File: src/rtl/watch_pkg.sv
// -----------------------------------------------------------------------------
// watch_pkg
// Shared definitions for the watch alarm slice: alarm state encodings, the BCD
// digit type used for time/alarm digits, default timing parameters and the
// counter widths used by the alarm controller.
// No ports (package).
// -----------------------------------------------------------------------------
package watch_pkg;

    // Alarm controller states; the encoding is visible on state_out, so the
    // values are fixed rather than left to the tool.
    typedef enum logic [1:0] {
        ST_OFF     = 2'd0,
        ST_ARMED   = 2'd1,
        ST_RINGING = 2'd2,
        ST_SNOOZE  = 2'd3
    } alarm_state_t;

    // One BCD digit of a time value.
    typedef logic [3:0] bcd_digit_t;

    // Default ring length, snooze delay and snooze limit.
    localparam int RING_SEC_DEF   = 60;
    localparam int SNOOZE_SEC_DEF = 300;
    localparam int MAX_SNOOZE_DEF = 3;

    // Counter widths sized for the largest legal parameter values
    // (RING_SEC up to 64, SNOOZE_SEC up to 512, MAX_SNOOZE up to 3).
    localparam int RING_CNT_W   = 6;
    localparam int SNZ_CNT_W    = 9;
    localparam int SNOOZE_CNT_W = 2;

endpackage

File: src/rtl/alarm_ctrl_if.sv
// -----------------------------------------------------------------------------
// alarm_ctrl_if
// Bundles the alarm controller's functional signals.
//   tick_1hz    : one-cycle pulse per second
//   alarm_on    : alarm enable level
//   stop_btn    : one-cycle debounced stop pulse
//   snooze_btn  : one-cycle debounced snooze pulse
//   hh_t..mm_u  : current time, BCD (hours tens/units, minutes tens/units)
//   ah_t..am_u  : alarm time, BCD
//   buzzer      : registered beep drive
//   ringing     : high in RINGING
//   snoozing    : high in SNOOZE
//   state_out   : current state encoding
// Modports: master drives the inputs and observes the outputs; slave is the
// controller side.
// -----------------------------------------------------------------------------
interface alarm_ctrl_if;
    import watch_pkg::*;

    logic       tick_1hz;
    logic       alarm_on;
    logic       stop_btn;
    logic       snooze_btn;
    bcd_digit_t hh_t;
    bcd_digit_t hh_u;
    bcd_digit_t mm_t;
    bcd_digit_t mm_u;
    bcd_digit_t ah_t;
    bcd_digit_t ah_u;
    bcd_digit_t am_t;
    bcd_digit_t am_u;
    logic       buzzer;
    logic       ringing;
    logic       snoozing;
    logic [1:0] state_out;

    modport master (
        output tick_1hz, alarm_on, stop_btn, snooze_btn,
        output hh_t, hh_u, mm_t, mm_u,
        output ah_t, ah_u, am_t, am_u,
        input  buzzer, ringing, snoozing, state_out
    );

    modport slave (
        input  tick_1hz, alarm_on, stop_btn, snooze_btn,
        input  hh_t, hh_u, mm_t, mm_u,
        input  ah_t, ah_u, am_t, am_u,
        output buzzer, ringing, snoozing, state_out
    );

endinterface

File: src/rtl/alarm_match.sv
// -----------------------------------------------------------------------------
// alarm_match
// Compares the current time with the alarm time digit by digit and produces a
// single-cycle pulse on the cycle where the two first become equal.
// Ports:
//   clk, rst          : clock, asynchronous active-high reset
//   hh_t_i..mm_u_i    : current time digits
//   ah_t_i..am_u_i    : alarm time digits
//   match_rise_o      : high for one cycle when the times start to match
// -----------------------------------------------------------------------------
module alarm_match
    import watch_pkg::*;
(
    input  logic       clk,
    input  logic       rst,
    input  bcd_digit_t hh_t_i,
    input  bcd_digit_t hh_u_i,
    input  bcd_digit_t mm_t_i,
    input  bcd_digit_t mm_u_i,
    input  bcd_digit_t ah_t_i,
    input  bcd_digit_t ah_u_i,
    input  bcd_digit_t am_t_i,
    input  bcd_digit_t am_u_i,
    output logic       match_rise_o
);

    logic match_d;
    logic match_q;

    // The times match when all four digits agree.
    assign match_d = (hh_t_i == ah_t_i) && (hh_u_i == ah_u_i) &&
                     (mm_t_i == am_t_i) && (mm_u_i == am_u_i);

    // Remember last cycle's match so that a match held for the whole minute
    // produces exactly one rising edge. Reset clears it, so a match that is
    // already present when reset releases shows up as a rise one cycle later;
    // the controller ignores that rise because it is still in OFF.
    always_ff @(posedge clk or posedge rst) begin
        if (rst) begin
            match_q <= 1'b0;
        end else begin
            match_q <= match_d;
        end
    end

    // Rising edge of the match condition.
    assign match_rise_o = match_d & ~match_q;

endmodule

File: src/rtl/alarm_ctrl.sv
// -----------------------------------------------------------------------------
// alarm_ctrl
// Alarm clock controller: arms when enabled, rings when the current time
// reaches the alarm time, beeps the buzzer once per second for RING_SEC
// seconds, and optionally supports up to MAX_SNOOZE snoozes of SNOOZE_SEC
// seconds each.
// Parameters:
//   RING_SEC   : ring duration in seconds before auto-stop (2..64)
//   SNOOZE_SEC : snooze delay in seconds (2..512)
//   MAX_SNOOZE : maximum snoozes per alarm event (1..3)
// Ports:
//   clk, rst : clock, asynchronous active-high reset
//   bus      : alarm_ctrl_if.slave (inputs, time digits, status outputs)
// Configuration macro:
//   ALARM_SNOOZE_EN : when defined, the snooze button and SNOOZE state are
//                     built; otherwise snooze_btn is ignored, SNOOZE is never
//                     entered and snoozing is tied low.
// -----------------------------------------------------------------------------
module alarm_ctrl
    import watch_pkg::*;
#(
    parameter int RING_SEC   = RING_SEC_DEF,
    parameter int SNOOZE_SEC = SNOOZE_SEC_DEF,
    parameter int MAX_SNOOZE = MAX_SNOOZE_DEF
) (
    input  logic         clk,
    input  logic         rst,
    alarm_ctrl_if.slave  bus
);

    // Terminal counts expressed at counter width so comparisons stay exact.
    localparam logic [RING_CNT_W-1:0] RING_LAST = RING_CNT_W'(RING_SEC - 1);

    alarm_state_t          state_q;
    alarm_state_t          state_d;
    logic                  buzzer_q;
    logic                  buzzer_d;
    logic [RING_CNT_W-1:0] ring_cnt_q;
    logic [RING_CNT_W-1:0] ring_cnt_d;
    logic                  match_rise;

`ifdef ALARM_SNOOZE_EN
    localparam logic [SNZ_CNT_W-1:0]    SNZ_LAST   = SNZ_CNT_W'(SNOOZE_SEC - 1);
    localparam logic [SNOOZE_CNT_W-1:0] SNOOZE_LIM = SNOOZE_CNT_W'(MAX_SNOOZE);

    logic [SNZ_CNT_W-1:0]    snz_cnt_q;
    logic [SNZ_CNT_W-1:0]    snz_cnt_d;
    logic [SNOOZE_CNT_W-1:0] snooze_cnt_q;
    logic [SNOOZE_CNT_W-1:0] snooze_cnt_d;
`else
    // Snooze hardware is absent; the button and snooze parameters are
    // deliberately left without a consumer.
    logic unused_snooze;
    assign unused_snooze = bus.snooze_btn ^ (SNOOZE_SEC > MAX_SNOOZE);
`endif

    // Time comparison and rising-edge detection live in their own block.
    alarm_match u_match (
        .clk          (clk),
        .rst          (rst),
        .hh_t_i       (bus.hh_t),
        .hh_u_i       (bus.hh_u),
        .mm_t_i       (bus.mm_t),
        .mm_u_i       (bus.mm_u),
        .ah_t_i       (bus.ah_t),
        .ah_u_i       (bus.ah_u),
        .am_t_i       (bus.am_t),
        .am_u_i       (bus.am_u),
        .match_rise_o (match_rise)
    );

    // State register together with the buzzer and all counters. Reset is
    // asynchronous so a ring or snooze in progress is silenced immediately.
    always_ff @(posedge clk or posedge rst) begin
        if (rst) begin
            state_q      <= ST_OFF;
            buzzer_q     <= 1'b0;
            ring_cnt_q   <= '0;
`ifdef ALARM_SNOOZE_EN
            snz_cnt_q    <= '0;
            snooze_cnt_q <= '0;
`endif
        end else begin
            state_q      <= state_d;
            buzzer_q     <= buzzer_d;
            ring_cnt_q   <= ring_cnt_d;
`ifdef ALARM_SNOOZE_EN
            snz_cnt_q    <= snz_cnt_d;
            snooze_cnt_q <= snooze_cnt_d;
`endif
        end
    end

    // Next-state logic. Priority is fixed: a low alarm_on beats everything,
    // then stop, then snooze, then the per-second timeout. Every exit from a
    // state clears the counter that state owns, so no counter ever wraps.
    // snooze_cnt survives the SNOOZE <-> RINGING loop because it counts
    // snoozes for the whole alarm event; it is cleared on return to ARMED.
    always_comb begin
        state_d      = state_q;
        buzzer_d     = buzzer_q;
        ring_cnt_d   = ring_cnt_q;
`ifdef ALARM_SNOOZE_EN
        snz_cnt_d    = snz_cnt_q;
        snooze_cnt_d = snooze_cnt_q;
`endif

        if (!bus.alarm_on) begin
            state_d      = ST_OFF;
            buzzer_d     = 1'b0;
            ring_cnt_d   = '0;
`ifdef ALARM_SNOOZE_EN
            snz_cnt_d    = '0;
            snooze_cnt_d = '0;
`endif
        end else begin
            case (state_q)
                // A match edge seen while still OFF is intentionally dropped.
                ST_OFF: begin
                    state_d = ST_ARMED;
                end

                ST_ARMED: begin
                    if (match_rise) begin
                        state_d      = ST_RINGING;
                        buzzer_d     = 1'b1;
                        ring_cnt_d   = '0;
`ifdef ALARM_SNOOZE_EN
                        snz_cnt_d    = '0;
                        snooze_cnt_d = '0;
`endif
                    end
                end

                ST_RINGING: begin
                    if (bus.stop_btn) begin
                        state_d      = ST_ARMED;
                        buzzer_d     = 1'b0;
                        ring_cnt_d   = '0;
`ifdef ALARM_SNOOZE_EN
                        snooze_cnt_d = '0;
                    end else if (bus.snooze_btn && (snooze_cnt_q < SNOOZE_LIM)) begin
                        state_d      = ST_SNOOZE;
                        buzzer_d     = 1'b0;
                        ring_cnt_d   = '0;
                        snz_cnt_d    = '0;
                        snooze_cnt_d = snooze_cnt_q + 1'b1;
`endif
                    end else if (bus.tick_1hz) begin
                        if (ring_cnt_q == RING_LAST) begin
                            state_d      = ST_ARMED;
                            buzzer_d     = 1'b0;
                            ring_cnt_d   = '0;
`ifdef ALARM_SNOOZE_EN
                            snooze_cnt_d = '0;
`endif
                        end else begin
                            buzzer_d   = ~buzzer_q;
                            ring_cnt_d = ring_cnt_q + 1'b1;
                        end
                    end
                end

                ST_SNOOZE: begin
`ifdef ALARM_SNOOZE_EN
                    if (bus.stop_btn) begin
                        state_d      = ST_ARMED;
                        buzzer_d     = 1'b0;
                        snz_cnt_d    = '0;
                        snooze_cnt_d = '0;
                    end else if (bus.tick_1hz) begin
                        if (snz_cnt_q == SNZ_LAST) begin
                            state_d    = ST_RINGING;
                            buzzer_d   = 1'b1;
                            ring_cnt_d = '0;
                            snz_cnt_d  = '0;
                        end else begin
                            snz_cnt_d = snz_cnt_q + 1'b1;
                        end
                    end
`else
                    // Unreachable without snooze support; recover quietly.
                    state_d  = ST_ARMED;
                    buzzer_d = 1'b0;
`endif
                end

                default: begin
                    state_d  = ST_OFF;
                    buzzer_d = 1'b0;
                end
            endcase
        end
    end

    // Status outputs decoded straight from the registered state, so they are
    // glitch-free and line up with the registered buzzer.
    always_comb begin
        bus.buzzer    = buzzer_q;
        bus.ringing   = (state_q == ST_RINGING);
`ifdef ALARM_SNOOZE_EN
        bus.snoozing  = (state_q == ST_SNOOZE);
`else
        bus.snoozing  = 1'b0;
`endif
        bus.state_out = state_q;
    end

endmodule

File: src/flat_wrapper.sv
// flat-port wrapper written by rule: the top's interface ports become plain ports
module alarm_ctrl_flat import watch_pkg::*;
#(
    parameter int RING_SEC   = RING_SEC_DEF,
    parameter int SNOOZE_SEC = SNOOZE_SEC_DEF,
    parameter int MAX_SNOOZE = MAX_SNOOZE_DEF
)
  (clk, rst, bus_tick_1hz, bus_alarm_on, bus_stop_btn, bus_snooze_btn, bus_hh_t, bus_hh_u, bus_mm_t, bus_mm_u, bus_ah_t, bus_ah_u, bus_am_t, bus_am_u, bus_buzzer, bus_ringing, bus_snoozing, bus_state_out);
  alarm_ctrl_if bus_i ();
  input  logic clk;
  input  logic rst;
  input wire logic [$bits(bus_i.tick_1hz)-1:0] bus_tick_1hz;
  input wire logic [$bits(bus_i.alarm_on)-1:0] bus_alarm_on;
  input wire logic [$bits(bus_i.stop_btn)-1:0] bus_stop_btn;
  input wire logic [$bits(bus_i.snooze_btn)-1:0] bus_snooze_btn;
  input wire logic [$bits(bus_i.hh_t)-1:0] bus_hh_t;
  input wire logic [$bits(bus_i.hh_u)-1:0] bus_hh_u;
  input wire logic [$bits(bus_i.mm_t)-1:0] bus_mm_t;
  input wire logic [$bits(bus_i.mm_u)-1:0] bus_mm_u;
  input wire logic [$bits(bus_i.ah_t)-1:0] bus_ah_t;
  input wire logic [$bits(bus_i.ah_u)-1:0] bus_ah_u;
  input wire logic [$bits(bus_i.am_t)-1:0] bus_am_t;
  input wire logic [$bits(bus_i.am_u)-1:0] bus_am_u;
  output wire logic [$bits(bus_i.buzzer)-1:0] bus_buzzer;
  output wire logic [$bits(bus_i.ringing)-1:0] bus_ringing;
  output wire logic [$bits(bus_i.snoozing)-1:0] bus_snoozing;
  output wire logic [$bits(bus_i.state_out)-1:0] bus_state_out;
  assign bus_i.tick_1hz = bus_tick_1hz;
  assign bus_i.alarm_on = bus_alarm_on;
  assign bus_i.stop_btn = bus_stop_btn;
  assign bus_i.snooze_btn = bus_snooze_btn;
  assign bus_i.hh_t = bus_hh_t;
  assign bus_i.hh_u = bus_hh_u;
  assign bus_i.mm_t = bus_mm_t;
  assign bus_i.mm_u = bus_mm_u;
  assign bus_i.ah_t = bus_ah_t;
  assign bus_i.ah_u = bus_ah_u;
  assign bus_i.am_t = bus_am_t;
  assign bus_i.am_u = bus_am_u;
  assign bus_buzzer = bus_i.buzzer;
  assign bus_ringing = bus_i.ringing;
  assign bus_snoozing = bus_i.snoozing;
  assign bus_state_out = bus_i.state_out;
  alarm_ctrl #(.RING_SEC(RING_SEC), .SNOOZE_SEC(SNOOZE_SEC), .MAX_SNOOZE(MAX_SNOOZE)) u_core (.clk(clk), .rst(rst), .bus(bus_i));
endmodule
File: config.mk
export PLATFORM = sky130hd
export DESIGN_NAME = alarm_ctrl_flat
export DESIGN_NICKNAME = d
export VERILOG_FILES = /design/src/rtl/watch_pkg.sv /design/src/rtl/alarm_ctrl_if.sv /design/src/rtl/alarm_match.sv /design/src/rtl/alarm_ctrl.sv /design/src/flat_wrapper.sv
export SDC_FILE = /design/constraint.sdc
export NUM_CORES = 1
export LEC_CHECK = 0
export CORE_UTILIZATION = 34
export CTS_CLUSTER_SIZE = 40
export DETAILED_ROUTE_END_ITERATION = 10
export PLACE_DENSITY = 0.78
export SYNTH_ARGS = -nofsm -noshare
export SYNTH_HDL_FRONTEND = slang
export SYNTH_SLANG_ARGS = --single-unit
File: constraint.sdc
create_clock -name clk -period 1.9 [get_ports clk]
set_clock_uncertainty 0.1 [all_clocks]
set_input_delay 0.38 -clock clk [delete_from_list [all_inputs] [get_ports clk]]
set_output_delay 0.38 -clock clk [all_outputs]
set_load 0.05 [all_outputs]
# [Word level (Yosys, flattened, before mapping)]
# Cells that the tools add are included.
# Widths: inputs -> output; s select.
[totals] ff_bits=10 inputBits=38 output_inout_bits=5 word_cells=47
[op_classes] addsub=1 eq_ne=13 mux=18 bitwise_logic=3 reduce_logical=8
[ops] cell="$mux 6" count=5
[ops] cell="$eq 4x4->1" count=4
[ops] cell="$pmux 6 s2" count=1
[ops] cell="$mux 2" count=5
[ops] cell="$reduce_and 3->1" count=3
[ops] cell="$add 6x1->6 const B" count=1
[ops] cell="$eq 6x6->1 const B" count=1
[ops] cell="$pmux 2 s3" count=1
[ops] cell="$mux 1" count=5
[ops] cell="$eq 2x2->1 const B" count=2
[ops] cell="$ne 4x1->1 const B" count=1
[ops] cell="$ne 4x3->1 const B" count=1
[ops] cell="$ne 4x4->1 const B" count=1
[ops] cell="$logic_and 1x1->1" count=3
[ops] cell="$ne 3x1->1 const B" count=1
[ops] cell="$ne 3x2->1 const B" count=1
[ops] cell="$pmux 1 s3" count=1
[ops] cell="$eq 2x1->1 const B" count=1
[ops] cell="$logic_not 2->1" count=1
[ops] cell="$not 1->1" count=2
[ops] cell="$reduce_or 2->1" count=1
[ops] cell="$and 1x1->1" count=1

# [Depth between registers and ports, before layout]
# Gate-level depths: netlist of run 1.
[depth] ltp_word=8 mapped_depth=8 depth_no_buf=7

# [Hierarchy]
# A second synthesis of run 1 with hierarchy kept.
[unflattened] hier_cells=80 hier_area_um2=754.5
[modules_own_cells] module="alarm_ctrl" instances=1 cells_per_inst=56 area_each_um2=541.8
[modules_own_cells] module="alarm_match" instances=1 cells_per_inst=24 area_each_um2=212.7

# [Worst setup path after synthesis of run 1]
# Ideal clock, no wire load.
[synth_path] path_kind="reg2reg" start="register u_core.state_q[1], in the netlist u_core.bus.state_out[1]" end="register u_core.ring_cnt_q[5]" arrival_ps=2392 required_ps=1735 path_slack_ps=-657 path_stages_with_launch=7 synth_period_minus_slack_ps=2557 path_cell_list="dfrtp_1 > nor2b_2 > nand3b_1 > or2_1 > buf_1 > or4_1 > nand2_1"
[synth_between] elab_chain_cells=3 word_cells_on_any_way=8 classes_between="5 x eq/ne; 2 x mux; 1 x reduce/logical"
[synth_lines] element="start, declared" line_no="alarm_ctrl.sv:34" source="alarm_state_t state_q;"
[synth_lines] element="start signal, assigned" line_no="alarm_ctrl.sv:84" source="state_q <= state_d;"
[synth_lines] element="$eq 2x2->1 (*)"
[synth_lines] element="via bus_ringing" line_no="flat_wrapper.sv:25" source="output wire logic [$bits(bus_i.ringing)-1:0] bus_ringing;"
[synth_lines] element="$ne 4x4->1 (no line) (tied with other cells)"
[synth_lines] element="$reduce_and 3->1 (no line) / $mux 6 (equally long branches)"
[synth_lines] element="end signal, assigned" line_no="alarm_ctrl.sv:86" source="ring_cnt_q <= ring_cnt_d;"
[synth_lines] element="end, declared" line_no="alarm_ctrl.sv:38" source="logic [RING_CNT_W-1:0] ring_cnt_q;"
# The timed path passes the listed nets; every way through them passes the cells marked *.
# A chain may end at the register's enable or synchronous reset.

# [Worst setup path in the final report of run 1]
[layout_path] start="register u_core.ring_cnt_q[1]" end="register u_core.ring_cnt_q[5]"
[layout_between] elab_chain_cells=6 word_cells_on_any_way=7 classes_between="1 x add/sub; 1 x eq/ne; 5 x mux"
[layout_lines] element="$add 6x1->6 / $eq 6x6->1 (equally long branches)" line_no="alarm_ctrl.sv:159, alarm_ctrl.sv:150"
[layout_lines] element="$mux 6 (*)" line_no="alarm_ctrl.sv:150" source="if (ring_cnt_q == RING_LAST) begin"
[layout_lines] element="$mux 6 (*)" line_no="alarm_ctrl.sv:149" source="end else if (bus.tick_1hz) begin"
[layout_lines] element="$mux 6 (*)" line_no="alarm_ctrl.sv:136" source="if (bus.stop_btn) begin"
[layout_lines] element="$pmux 6 s2 (*)" line_no="alarm_ctrl.sv:117" source="case (state_q)"
[layout_lines] element="$mux 6 (*)" line_no="alarm_ctrl.sv:108" source="if (!bus.alarm_on) begin"
# Mark *: on every way between the ends. The rest lies on a longest branch, timed or not. The select of a mux whose other input is x is not followed.

==> impl_metrics.tcl, run 1 <==
set metrics [dict create \
    p_leak_nw 0.670 \
    clock_latency_ns 0.26 \
    grt_max_degree 11 \
    drv_slew 0 \
    ys_seq_area_share_pct 33.3 \
    intPower_w 0.000410 \
    ys_ff_latch 10 \
    hold_buffers 0 \
    globalplace.congestion 0.682 \
    core-area_um2 2020 \
    io_buffer_count 40 \
    cts_inserted_buffers 3 \
    grt_pass1_wl_um 3390 \
    setup_viol 0 \
    yosys_warnings 0 \
    grt_overflow 0 \
    firstDrtPassIters 4 \
    syn_area_per_cell_um2 9.06 \
    vias 798 \
    htreeDepth 1 \
    ys_async_sr_fraction_pct 100 \
    status "completed" \
    die-area_um2 2400 \
    synth_area_leaders "dfrtp_1 (33%), xnor2_1 (19%), o41ai_2 (4.3%), nand4_1 (4.2%), inv_1 (3.0%)" \
    dp_hpwl_um 1590 \
    drive_gt1_share_pct 19.8 \
    io_pins 43 \
    final_nets 171 \
    pwr-share-seq_pct 40.0 \
    post-route-drc-count 0 \
    synth_top_area_cell "dfrtp_1" \
    drv_cap 0 \
    powerDensity_nw_per_um2 425 \
    drt_iter0_drc 7 \
    synth_top_area_share_pct 33.3 \
    cts_root_buf "clkbuf_4" \
    peakVddDrop_v 0.000214 \
    end_kind "flop" \
    grt.total_usage_pct 18.3 \
    pre_cts_ws_ns -0.436 \
    critPathLaunchType "flop" \
    cp_max_fo 4 \
    antenna_found_initial 0 \
    hp-class "in2async" \
    clockPowerShare_pct 35.2 \
    final_util_pct 63.9 \
    synthToLayoutAreaGrowth_pct 71.9 \
    synth.cell_area_um2 752 \
    ys_types 32 \
    clock_sink_count 10 \
    clk_pin_slew_ns 0.07 \
    combPwrFrac_pct 24.9 \
    dp.cells 152 \
    grt_pass1_vias 828 \
    synth_edf_count 0 \
    swShare_pct 25.4 \
    switching_power_w 0.000139 \
    synth_ff_type "dfrtp_1" \
    cts_max_path_buffers 2 \
    synth_cells 83 \
    rows 16 \
    path_class "reg2reg" \
    diodes 0 \
    viasPerCell 5.05 \
    synth_nets 122 \
    period_share_pct 94.4 \
    fmax_mhz 558 \
    critPathRequiredTime_ns 2.00 \
    arrival_ns 1.89 \
    cts_tree "built" \
    min_period_ns 1.79 \
    rsz0062_at_grt "false" \
    final_hold_viol_count 0 \
    setup_ws_ns 0.107 \
    drt-total-wl_um 1910 \
    initial_utilization_pct 37.2 \
    ant_nets 0 \
    die_w_um 49.0 \
    final.setup.tns_ns 0 \
    fill_cells 195 \
    wl_per_cell_um 12.1 \
    synth_commonest_cells "xnor2_1 (16), dfrtp_1 (10), inv_1 (6)" \
    stdcell_count 158 \
    yosysMostFrequentCell "xnor2_1" \
    die_h_um 49.0 \
]
metrics by stage:
step	hold slack, ns	power, W	cell area (µm²)
after global routing	0.338	0.000574	1290
after global placement	0.405	0.000377	1220
after floorplan	0.120	0.000287	767
after detailed placement	0.432	0.000380	1220
final	0.287	0.000549	1290
after CTS	0.294	0.000556	1230
final timing paths:
path	from	endpoint	slack, ns	depth (start not counted)
setup / recovery	u_core.ring_cnt_q[1]	u_core.ring_cnt_q[5]	0.11	6
hold / removal	rst	u_core.u_match.match_q	0.29	2
setup reg to reg	u_core.ring_cnt_q[1]	u_core.ring_cnt_q[5]	0.11	6
hold reg to reg	u_core.ring_cnt_q[4]	u_core.ring_cnt_q[4]	0.46	2
max in group asynchronous	rst	u_core.bus.state_out[1]	1.11	2
min in group clk	u_core.ring_cnt_q[4]	u_core.ring_cnt_q[4]	0.46	2
critical path: stages (launching register included):
cell     delay [ns]
dfrtp_1        0.42
ha_2           0.21
nand4_1        0.11
nor2_2         0.05
or2_1          0.27
or4_1          0.48
nand2_1        0.08
timing repair:
item,CTS,global route
pin swaps,21,7
setup buffers,1,1
endpoints found under the setup margin,5,6
gates resized for setup,24,15
flip-flops by register name, summed over array words and instances, names as in the netlist:
signal                  count
u_core.bus.buzzer           1
u_core.ring_cnt_q           6
u_core.u_match.match_q      1
u_core.bus.state_out        2
cell type report:
type / instances / area [µm²] / share of cell area [%]
Timing Repair Buffer: 47 / 449 / 34.8
Multi-Input combinational cell: 64 / 498 / 38.5
Tap cell: 27 / 33.8 / 2.61
Sequential cell: 10 / 253 / 19.6
Inverter: 6 / 22.5 / 1.74
Clock buffer: 4 / 36.3 / 2.81
kinds of logic after synthesis:
family          count (synthesis)  share of synthesized area [%]
compound gates                 16                           17.0
xor+xnor                       16                           18.6
fa+ha+maj                       1                           1.66
buf+inv                         9                           5.16
flops                          10                           33.3
other cells                     1                          0.499
simple gates                   30                           23.8
power by group through the flow:
stage               Clock [W]  Sequential, W  Combinational [W]
CTS                  0.000198       0.000220           0.000138
detailed placement          0       0.000224           0.000156
finish               0.000193       0.000220           0.000137
global placement            0       0.000223           0.000153
floorplan                   0       0.000231          0.0000553
global route         0.000206       0.000220           0.000148
metal layers:
metal  routed length, µm  up-vias  global-route usage [%]
met5                   0        -                       0
met4                  10        0                    7.35
met3                 134        2                    4.36
met2                1060       34                    34.3
met1                 706      373                    19.3
li1                    -      389                       -
layout by cell type (no fill, tap or decap), drive strengths merged, types with 4 or more instances in the layout:
cell and n:
dlygate4sd2 24, xnor2 16, buf 11, dfrtp 10
dlymetal6s2s 8, inv 6, nand4 5, nand2 5
nor2 5, o21ai 5, clkdlybuf4s50 4, clkbuf 4
nor2b 4
Power figures use the tool's default switching activity.
==> inputs of run 2 (changes only) <==
SYNTH_HIERARCHICAL = 1   (was unset)
==> run 2 against run 1 <==
Compared with the run above:
- worst hold slack got worse by 0.095 ns
- critical path type is now in2reg
- count of clock-buffer cells in the layout fell by 1
- setup slack got worse by 0.069 ns
- flip-flop and latch count did not move
- critical path depth rose by 3
- die area rose by 0.31%
- cell count fell by 3.2%
- sequential share of layout area rose by 0.67 points
- combinational power barely moved
- synthesized area rose by 0.33%
- largest power group unchanged
==> impl_metrics.tcl, run 2 <==
set metrics [dict create \
    synth.mux.area_fraction_pct 1.49 \
    stdcell_count 153 \
    wl_met1_um 797 \
    drive_gt1_share_pct 37.3 \
    cts_setup_buffers 0 \
    synth_top_area_share_pct 33.2 \
    critPathRequiredTime_ns 1.94 \
    ant_nets 0 \
    final.setup.tns_ns 0 \
    synth_cells 80 \
    largest_register "u_core/ring_cnt_q" \
    path_depth 9 \
    period_share_pct 98.0 \
    rsz0062_at_grt "true" \
    wl_per_cell_um 12.6 \
    die-area_um2 2410 \
    cts_inserted_buffers 3 \
    grt_max_degree 11 \
    grt.total_usage_pct 18.2 \
    tightest_slew_ns 0.496 \
    die_h_um 49.1 \
    antenna_found_initial 0 \
    mostFrequentLayoutCells "xnor2_1 (13), clkdlybuf4s15_1 (11), clkbuf_2 (11), dfrtp_1 (10), buf_4 (7)" \
    path_class "in2reg" \
    core-area_um2 2020 \
    firstDrtPassIters 4 \
    drt-total-wl_um 1920 \
    synthSimpleGateAreaFrac_pct 24.4 \
    arrival_ns 1.90 \
    fmax_mhz 537 \
    diodes 0 \
    powerDensity_nw_per_um2 399 \
    cts_max_path_buffers 2 \
    grt_pass1_wl_um 3450 \
    yosys_warnings 6 \
    ys_types 33 \
    r2r_slack_ns 0.12 \
    dp.cells 150 \
    largest_reg_flops 6 \
    layout_commonest_cell "xnor2_1" \
    synth_edf_count 0 \
    final_nets 167 \
    syn_area_per_cell_um2 9.43 \
    reg2reg_depth 5 \
    drt_iter0_drc 19 \
    end_kind "flop" \
    cp-endpoint "u_core/ring_cnt_q[5]" \
    htreeDepth 1 \
    ys_seq_area_share_pct 33.2 \
    drv_slew 0 \
    hold_buffers 0 \
    p_leak_nw 0.580 \
    io_pins 43 \
    synth-compound-area-share_pct 17.7 \
    synth_top_area_cell "dfrtp_1" \
    peakVddDrop_v 0.000216 \
    path_buf_inv 1 \
    vias 799 \
    r2r-start "u_core/ring_cnt_q[0]" \
    setup_viol 0 \
    drv_cap 0 \
    status "completed" \
    worst_path_max_delay_cell "nor4_2" \
    synth_commonest_cells "xnor2_1 (16), dfrtp_1 (10), nand2_1 (6)" \
    grt_overflow 0 \
    synth_nets 119 \
    clk_pin_slew_ns 0.06 \
    synth_xor_area_share_pct 18.6 \
    synth_ff_type "dfrtp_1" \
    synth_top_family_by_area "simple AND/OR/NAND/NOR gates" \
    highest_layer "met4" \
    cp_max_fo 5 \
    cts_root_buf "clkbuf_4" \
    rows 16 \
    dp_hpwl_um 1570 \
    io_buffer_count 40 \
    clock_latency_ns 0.25 \
    r2r_end "u_core/ring_cnt_q[0]" \
    hp-class "in2async" \
    viasPerCell 5.22 \
    crit_chain "buf_6, xnor2_1, nand4_1, nor4_2, nor2b_4, nand3b_4, o211ai_4, o21ai_2, a22o_1" \
    ys_async_sr_fraction_pct 100 \
    synth_area_leaders "dfrtp_1 (33%), xnor2_1 (19%), nand4_1 (3.3%), o21ai_0 (3.3%), nand2_1 (3.0%)" \
    initial_utilization_pct 37.3 \
    yosysMostFrequentCell "xnor2_1" \
    dr_wl_met3_um 101 \
    fill_cells 178 \
    grt_pass1_vias 848 \
    final_util_pct 61.2 \
    slew_headroom_pct 66.7 \
    synthToLayoutAreaGrowth_pct 64.0 \
    cpPeakStageDelay_ns 0.33 \
    synthAdderAreaFrac_pct 1.66 \
    startpoint "bus_ah_u[0]" \
    met2_length_um 1020 \
    post-route-drc-count 0 \
    ys_ff_latch 10 \
    cp_top_family "simple AND/OR/NAND/NOR gates" \
    min_period_ns 1.86 \
    die_w_um 49.1 \
    cts_tree "built" \
    synth.cell_area_um2 754 \
    globalplace.congestion 0.871 \
    critPathLaunchType "input pin" \
    final_hold_viol_count 0 \
    clock_sink_count 10 \
]
## run 2: cell types whose count changed after synthesis, moves of 2 or more
cell / before / now
o41ai_2: 2 / 0
inv_1: 6 / 3
o21ai_0: 2 / 5
a22o_1: 0 / 2
nor2_1: 5 / 3
nand3_1: 3 / 1
a22o_2: 0 / 2
## run 2: power by group
group / total (W) / internal [W] / leakage [nW] / switching (W)
clock: 0.000138 / 0.0000728 / 0.0138 / 0.0000649
sequential: 0.000218 / 0.000214 / 0.137 / 0.00000393
combinational: 0.000138 / 0.0000839 / 0.428 / 0.0000546
## run 2: kinds of logic after synthesis
family | after synthesis
mux | 1
other cells | 1
xor+xnor | 16
simple gates | 29
flops | 10
buf+inv | 4
compound gates | 18
fa+ha+maj | 1
## run 2: area by class of cell
class                      instances  area [µm²]  area share [%]
timing repair buffer              44         367            29.6
tap                               27        33.8            2.73
multi-input combinational         66         553            44.7
inverter                           3        11.3           0.910
sequential                        10         250            20.2
clock buffer                       3        22.5            1.82
## run 2: worst min path at each step
| stage | start | to | slack [ns] | cells after the start |
|---|---|---|---|---|
| after floorplan | rst | u_core/u_match/match_q | 0.009 | 1 |
| after global placement | u_core/ring_cnt_q[1] | u_core/ring_cnt_q[1] | 0.42 | 1 |
| after detailed placement | u_core/ring_cnt_q[1] | u_core/ring_cnt_q[1] | 0.42 | 1 |
| after CTS | rst | u_core/u_match/match_q | 0.19 | 2 |
| after global routing | rst | u_core/u_match/match_q | 0.21 | 2 |
| final | rst | u_core/u_match/match_q | 0.19 | 2 |
## run 2: stage by stage
step	hold WS (ns)	total power (W)	setup WS [ns]	cell area [µm²]
floorplan	0.00871	0.000276	0.0179	757
global placement	0.415	0.000367	-0.521	1220
detailed placement	0.420	0.000371	-0.582	1220
CTS	0.191	0.000490	0.00109	1220
global route	0.210	0.000519	-0.0373	1240
finish	0.192	0.000494	0.0381	1240
## run 2: metal layers
metal / vias up / global-route usage (%)
li1: 385 / -
met1: 374 / 21.6
met2: 38 / 33.3
met3: 2 / 2.80
met4: 0 / 4.90
met5: - / 0
## run 2: what timing repair did
item | CTS | global route
setup endpoints to repair | 9 | 6
resized for setup | 68 | 36
pin swaps | 23 | 25
## run 2: worst register-to-register path, cell delays in order, from the launching register on
cell	delay (ns)
dfrtp_1	0.39
ha_1	0.20
nand2_1	0.12
o31ai_2	0.48
nor2_4	0.10
mux2_4	0.28
==> inputs of run 3 (changes only) <==
CTS_CLUSTER_DIAMETER = 80   (was unset)
==> results of run 3 <==
No change in the layout: final DEF, timing and power equal those of run 2.
